<file path="config.mk">
export PLATFORM = sky130hd
export DESIGN_NAME = booth_product_accumulator
export DESIGN_NICKNAME = d
export VERILOG_FILES = /design/src/rtl/booth_pkg.sv /design/src/rtl/booth_sat_add.sv /design/src/rtl/booth_product_accumulator.sv
export SDC_FILE = /design/constraint.sdc
export NUM_CORES = 1
export LEC_CHECK = 0
export ABC_AREA = 1
export ABC_CLOCK_PERIOD_IN_PS = 7260
export BUFFER_PORTS_ARGS = -buffer_cell sky130_fd_sc_hd__clkbuf_2
export CORE_ASPECT_RATIO = 1.75
export CORE_UTILIZATION = 64
export CTS_CLUSTER_SIZE = 30
export DETAILED_ROUTE_END_ITERATION = 7
export GPL_ROUTABILITY_DRIVEN = 0
export GPL_TIMING_DRIVEN = 0
export PLACE_DENSITY = 0.84
export RECOVER_POWER = 25
export SLEW_MARGIN = 10
export SYNTH_ARGS = -nofsm -noshare
export SYNTH_HDL_FRONTEND = slang
export SYNTH_HIERARCHICAL = 1
export SYNTH_SLANG_ARGS = --single-unit
</file>
<file path="constraint.sdc">
create_clock -name clk -period 7.26 [get_ports clk]
set_clock_uncertainty 0.1 [all_clocks]
set_input_delay 0.363 -clock clk [delete_from_list [all_inputs] [get_ports clk]]
set_output_delay 0.363 -clock clk [all_outputs]
set_load 0.005 [all_outputs]
</file>
<file path="src/rtl/booth_pkg.sv">
// Shared definitions for the Booth product accumulator: default widths,
// controller state encoding and a sign-extension helper.
package booth_pkg;

  localparam int PROD_W_DEF = 64;
  localparam int ACC_W_DEF  = 72;
  localparam int LEN_W_DEF  = 8;

  typedef enum logic [1:0] {
    IDLE  = 2'd0,
    ACCUM = 2'd1,
    DONE  = 2'd2
  } state_t;

  // Widen a default-width product to the default accumulator width.
  function automatic logic [ACC_W_DEF-1:0] sext(input logic [PROD_W_DEF-1:0] p);
    return {{(ACC_W_DEF - PROD_W_DEF){p[PROD_W_DEF-1]}}, p};
  endfunction

endpackage

</file>
<file path="src/rtl/booth_sat_add.sv">
// Combinational signed adder of accumulator width. It flags signed overflow and
// either clamps to the signed range limits or lets the sum wrap.
module booth_sat_add #(
  parameter int ACC_W = 72,
  parameter bit SAT   = 1'b1
) (
  input  logic [ACC_W-1:0] a,
  input  logic [ACC_W-1:0] b,
  output logic [ACC_W-1:0] sum,
  output logic             ovf
);

  logic [ACC_W-1:0] raw;

  // Overflow means equal operand signs but a differing result sign; the clamp
  // direction follows the shared operand sign.
  always_comb begin
    raw = a + b;
    ovf = (a[ACC_W-1] == b[ACC_W-1]) && (raw[ACC_W-1] != a[ACC_W-1]);
    sum = raw;
    if (ovf && SAT) begin
      sum = a[ACC_W-1] ? {1'b1, {(ACC_W-1){1'b0}}} : {1'b0, {(ACC_W-1){1'b1}}};
    end
  end

endmodule

</file>
<file path="src/rtl/booth_product_accumulator.sv">
// Sums a programmed number of signed multiplier products into a wide
// accumulator and hands the sum downstream over a valid/ready handshake.
module booth_product_accumulator
  import booth_pkg::*;
#(
  parameter int PROD_W = PROD_W_DEF,
  parameter int ACC_W  = ACC_W_DEF,
  parameter int LEN_W  = LEN_W_DEF,
  parameter bit SAT    = 1'b1
) (
  input  logic              clk,
  input  logic              rst,
  input  logic              start,
  input  logic [LEN_W-1:0]  len,
  input  logic              prod_valid,
  input  logic [PROD_W-1:0] prod,
  output logic              prod_ready,
  output logic              acc_valid,
  input  logic              acc_ready,
  output logic [ACC_W-1:0]  acc_out,
  output logic              overflow,
  output logic              busy
);

  state_t            state;
  state_t            state_next;
  logic [ACC_W-1:0]  acc;
  logic [ACC_W-1:0]  prod_ext;
  logic [ACC_W-1:0]  sum;
  logic              ovf_add;
  logic              ovf_flag;
  logic [LEN_W-1:0]  cnt;
  logic              take;

  assign prod_ext = ACC_W'($signed(prod));

  booth_sat_add #(
    .ACC_W (ACC_W),
    .SAT   (SAT)
  ) u_add (
    .a   (acc),
    .b   (prod_ext),
    .sum (sum),
    .ovf (ovf_add)
  );

  // Next-state and handshake outputs; start only matters in IDLE and a product
  // transfers only while accumulating.
  always_comb begin
    state_next = state;
    prod_ready = 1'b0;
    acc_valid  = 1'b0;
    take       = 1'b0;
    unique case (state)
      IDLE: begin
        if (start) begin
          state_next = (len == '0) ? DONE : ACCUM;
        end
      end
      ACCUM: begin
        prod_ready = 1'b1;
        take       = prod_valid;
        if (prod_valid && cnt == LEN_W'(1)) begin
          state_next = DONE;
        end
      end
      DONE: begin
        acc_valid = 1'b1;
        if (acc_ready) begin
          state_next = IDLE;
        end
      end
      default: state_next = IDLE;
    endcase
  end

  // State register; reset abandons any run without issuing a result.
  always_ff @(posedge clk) begin
    if (rst) begin
      state <= IDLE;
    end else begin
      state <= state_next;
    end
  end

  // Accumulator, remaining-count and sticky overflow: cleared on an accepted
  // start, updated on every product transfer.
  always_ff @(posedge clk) begin
    if (rst) begin
      acc      <= '0;
      cnt      <= '0;
      ovf_flag <= 1'b0;
    end else if (state == IDLE && start) begin
      acc      <= '0;
      cnt      <= len;
      ovf_flag <= 1'b0;
    end else if (take) begin
      acc      <= sum;
      cnt      <= cnt - LEN_W'(1);
      ovf_flag <= ovf_flag | ovf_add;
    end
  end

  assign acc_out  = acc;
  assign overflow = ovf_flag;
  assign busy     = (state != IDLE);

endmodule
</file>
==> metrics.yaml <==
grt-ovfl-total: 0
post-route-drc-count: 2
dr.pass1.iters: 8
postCtsSetupRepairBufs: 0
clockRootBuffer: "clkbuf_16"
drive_gt1_share_pct: 10.6
synth_ff_type: "dfxtp_1"
cp_max_fo: 5
core_area_um2: 15300
maxSlewHeadroom_pct: 35.8
ys_ff_latch: 83
final_design_area_no_fill_um2: 11200
fmax_ghz: 0.305
synth_edf_count: 0
start_util_pct: 65.0
grt_pass1_wl_mm: 61.2
clk_pin_slew_ns: 0.07
yosysWarnings: 6
p_per_area_nw_per_um2: 137
synth_area_leaders: "nand2_1 (32%), dfxtp_1 (17%), inv_1 (12%)"
synth_cells: 1896
cts_tree: "built"
synthArstFlopShare_pct: 0
worstSetupEndpointType: "flop"
grt_max_degree: 15
clkLatencyLatePin_ns: 0.35
cts_buffer_depth: 2
yosysMostFrequentCell: "nand2_1"
synth_cell_types: 31
syn_area_per_cell_um2: 5.25
hold_class: "in2reg"
netlist.area_leader.share_pct: 32.0
postCtsHoldBufs: 0
ir_worst_vdd_uv: 139
setup_slack_ns: 3.98
first_global_vias: 12044
slowest_delay_ns: 0.47
avgViaCountPerCell: 5.55
fp.dieH_um: 167
worstPathArrival_ns: 3.47
cp_cell_sequence: "ha_1 > fa_1 > nand3_1 > nand3_1 > nand2_1 > nand3_1 > nand2_1 > nand2_1 > nand2_1 > nand2_1 > nand2_1 > nand3_1 > nand2_1 > nand2_1 > nand2_1 > nand2_1 > a21oi_1"
crit_slowest_cell: "fa_1"
violations: "DRC"
wirelength_mm: 37.7
areaGrowthSynthToFinish_pct: 12.9
p_total_uw: 1530
path_class: "reg2reg"
crit_path_frequent_cell: "nand2_1"
die_area_um2: 16100
crit_start: "acc_out[0]"
synth_area_um2: 9950
synthesis.nets: 2047
tns_ns: 0
hold_viol: 0
r2r_start: "acc_out[0]"
final_nets: 2209
outcome: "complete, but fails checks"
start_kind: "flop"
cts_buffers: 9
worst_pin_slew_ns: 0.956
grt_antenna_before_repair: 1
detail-route-antenna-nets: 0
antenna_cells: 0
p_leak_uw: 0.00659
route.vias.total: 12490
row_count: 60
cp.required_ns: 7.45
placedInstanceArea_um2: 10900
ys_seq_area_share_pct: 16.7
setup_viol: 0
min_period_ns: 3.28
io_buffer_count: 151
crit_family: "simple AND/OR/NAND/NOR gates"
min_from: "len[1]"
ys_top_cells_by_count: "nand2_1 (847), inv_1 (311), a21oi_1 (161), nor2_1 (155), dfxtp_1 (83)"
fin_crit_sh_pct: 45.2
cts_resized: 0
cts_max_level: 3
dp_hpwl_mm: 29.0
routedWlPerCell_um: 16.8
initialDrtViolationCount: 1498
cts_num_sinks: 83
rsz0062_at_grt: "no"
post-synth-top-area-cell: "nand2_1"
io_pins: 153
die_w_um: 96.2
pre_cts_ws_ns: 4.12
path_buf_inv: 0
slew_violations: 0
cap_violations: 0
gr-usage-all-layers_pct: 51.0
## final cells by class
| type | count | area [um^2] |
|---|---|---|
| buffer | 39 | 269 |
| clock buffer | 11 | 243 |
| clock inverter | 5 | 61.3 |
| fill | 1478 | 4080 |
| inverter | 318 | 1190 |
| multi-input combinational | 1456 | 6820 |
| sequential | 83 | 1660 |
| tap | 186 | 233 |
| timing repair buffer | 151 | 749 |
## worst reg2reg max path, delay by kind of cell (launching register included)
| kind | cells | cell delay (ns) |
|---|---|---|
| AO/OA/AOI/OAI | 1 | 0.12 |
| adder cells (fa/ha/maj) | 2 | 0.73 |
| flip-flops | 1 | 0.33 |
| AND/OR/NAND/NOR | 14 | 1.95 |
## path summary, 6_finish.rpt
kind | endpoint | slack [ns] | cells past startpoint
worst max-delay path | acc_out[48] | 3.98 | 17
worst min register to register | overflow | 0.35 | 2
worst min-delay path | cnt[1] | 0.18 | 3
worst max register to register | acc_out[48] | 3.98 | 17
## cell usage in the layout (no fill, tap or decap), types with 4 or more instances in the layout
| cell | Yosys | final |
|---|---|---|
| clkbuf_16 | 0 | 9 |
| nand3_1 | 67 | 67 |
| nand2_2 | 8 | 8 |
| o21bai_1 | 6 | 6 |
| buf_6 | 11 | 11 |
| o21ai_0 | 42 | 42 |
| nor2_1 | 155 | 155 |
| clkbuf_1 | 2 | 8 |
| inv_2 | 7 | 7 |
| buf_2 | 23 | 23 |
| inv_1 | 311 | 311 |
| dfxtp_1 | 83 | 83 |
| o21ai_1 | 8 | 8 |
| nor3_1 | 22 | 22 |
| nand4_1 | 7 | 7 |
| clkbuf_2 | 0 | 146 |
| xor2_1 | 37 | 37 |
| nand2_1 | 847 | 847 |
| a31oi_1 | 4 | 4 |
| a21oi_1 | 161 | 161 |
| ha_1 | 73 | 73 |
## layer usage
layer  part of all wire (%)  up-vias  track usage, %  routed length, um
li1                       -     6112               -                  -
met2                     47      701            80.5              17600
met1                     31     5381            47.2              11700
met3                     10      294            23.0               3800
met4                     12        2            46.3               4550
met5                  0.090        -            4.00                 34
## cells by family after synthesis
group,Yosys count,synth area share (%)
AND/OR/NAND/NOR,1113,43.8
buffers and inverters,357,14.7
AO/OA/AOI/OAI,230,12.0
flip-flops,83,16.7
adder cells (fa/ha/maj),74,9.38
XOR/XNOR,39,3.43
## state kept, by name (all words and copies together) (netlist names)
register,flops
overflow,1
state,2
cnt,8
acc_out,72
## metrics by stage
step	utilization [%]	hold WS, ns	cells
2_1_floorplan	-	0.347	1896
5_1_grt	73.4	0.204	2249
6_report	73.4	0.182	2249
3_3_place_gp	71.4	0.341	2233
3_5_place_dp	71.4	0.343	2233
4_1_cts	73.4	0.177	2249
## power by group
group	total, uW	leakage [uW]	switching (uW)	internal, uW
logic	544	0.00577	365	179
registers	497	0.000673	18.5	478
clock network	493	0.000138	215	278
total	1530	0.00659	599	935
No activity file was read; power rests on OpenSTA's default activity.
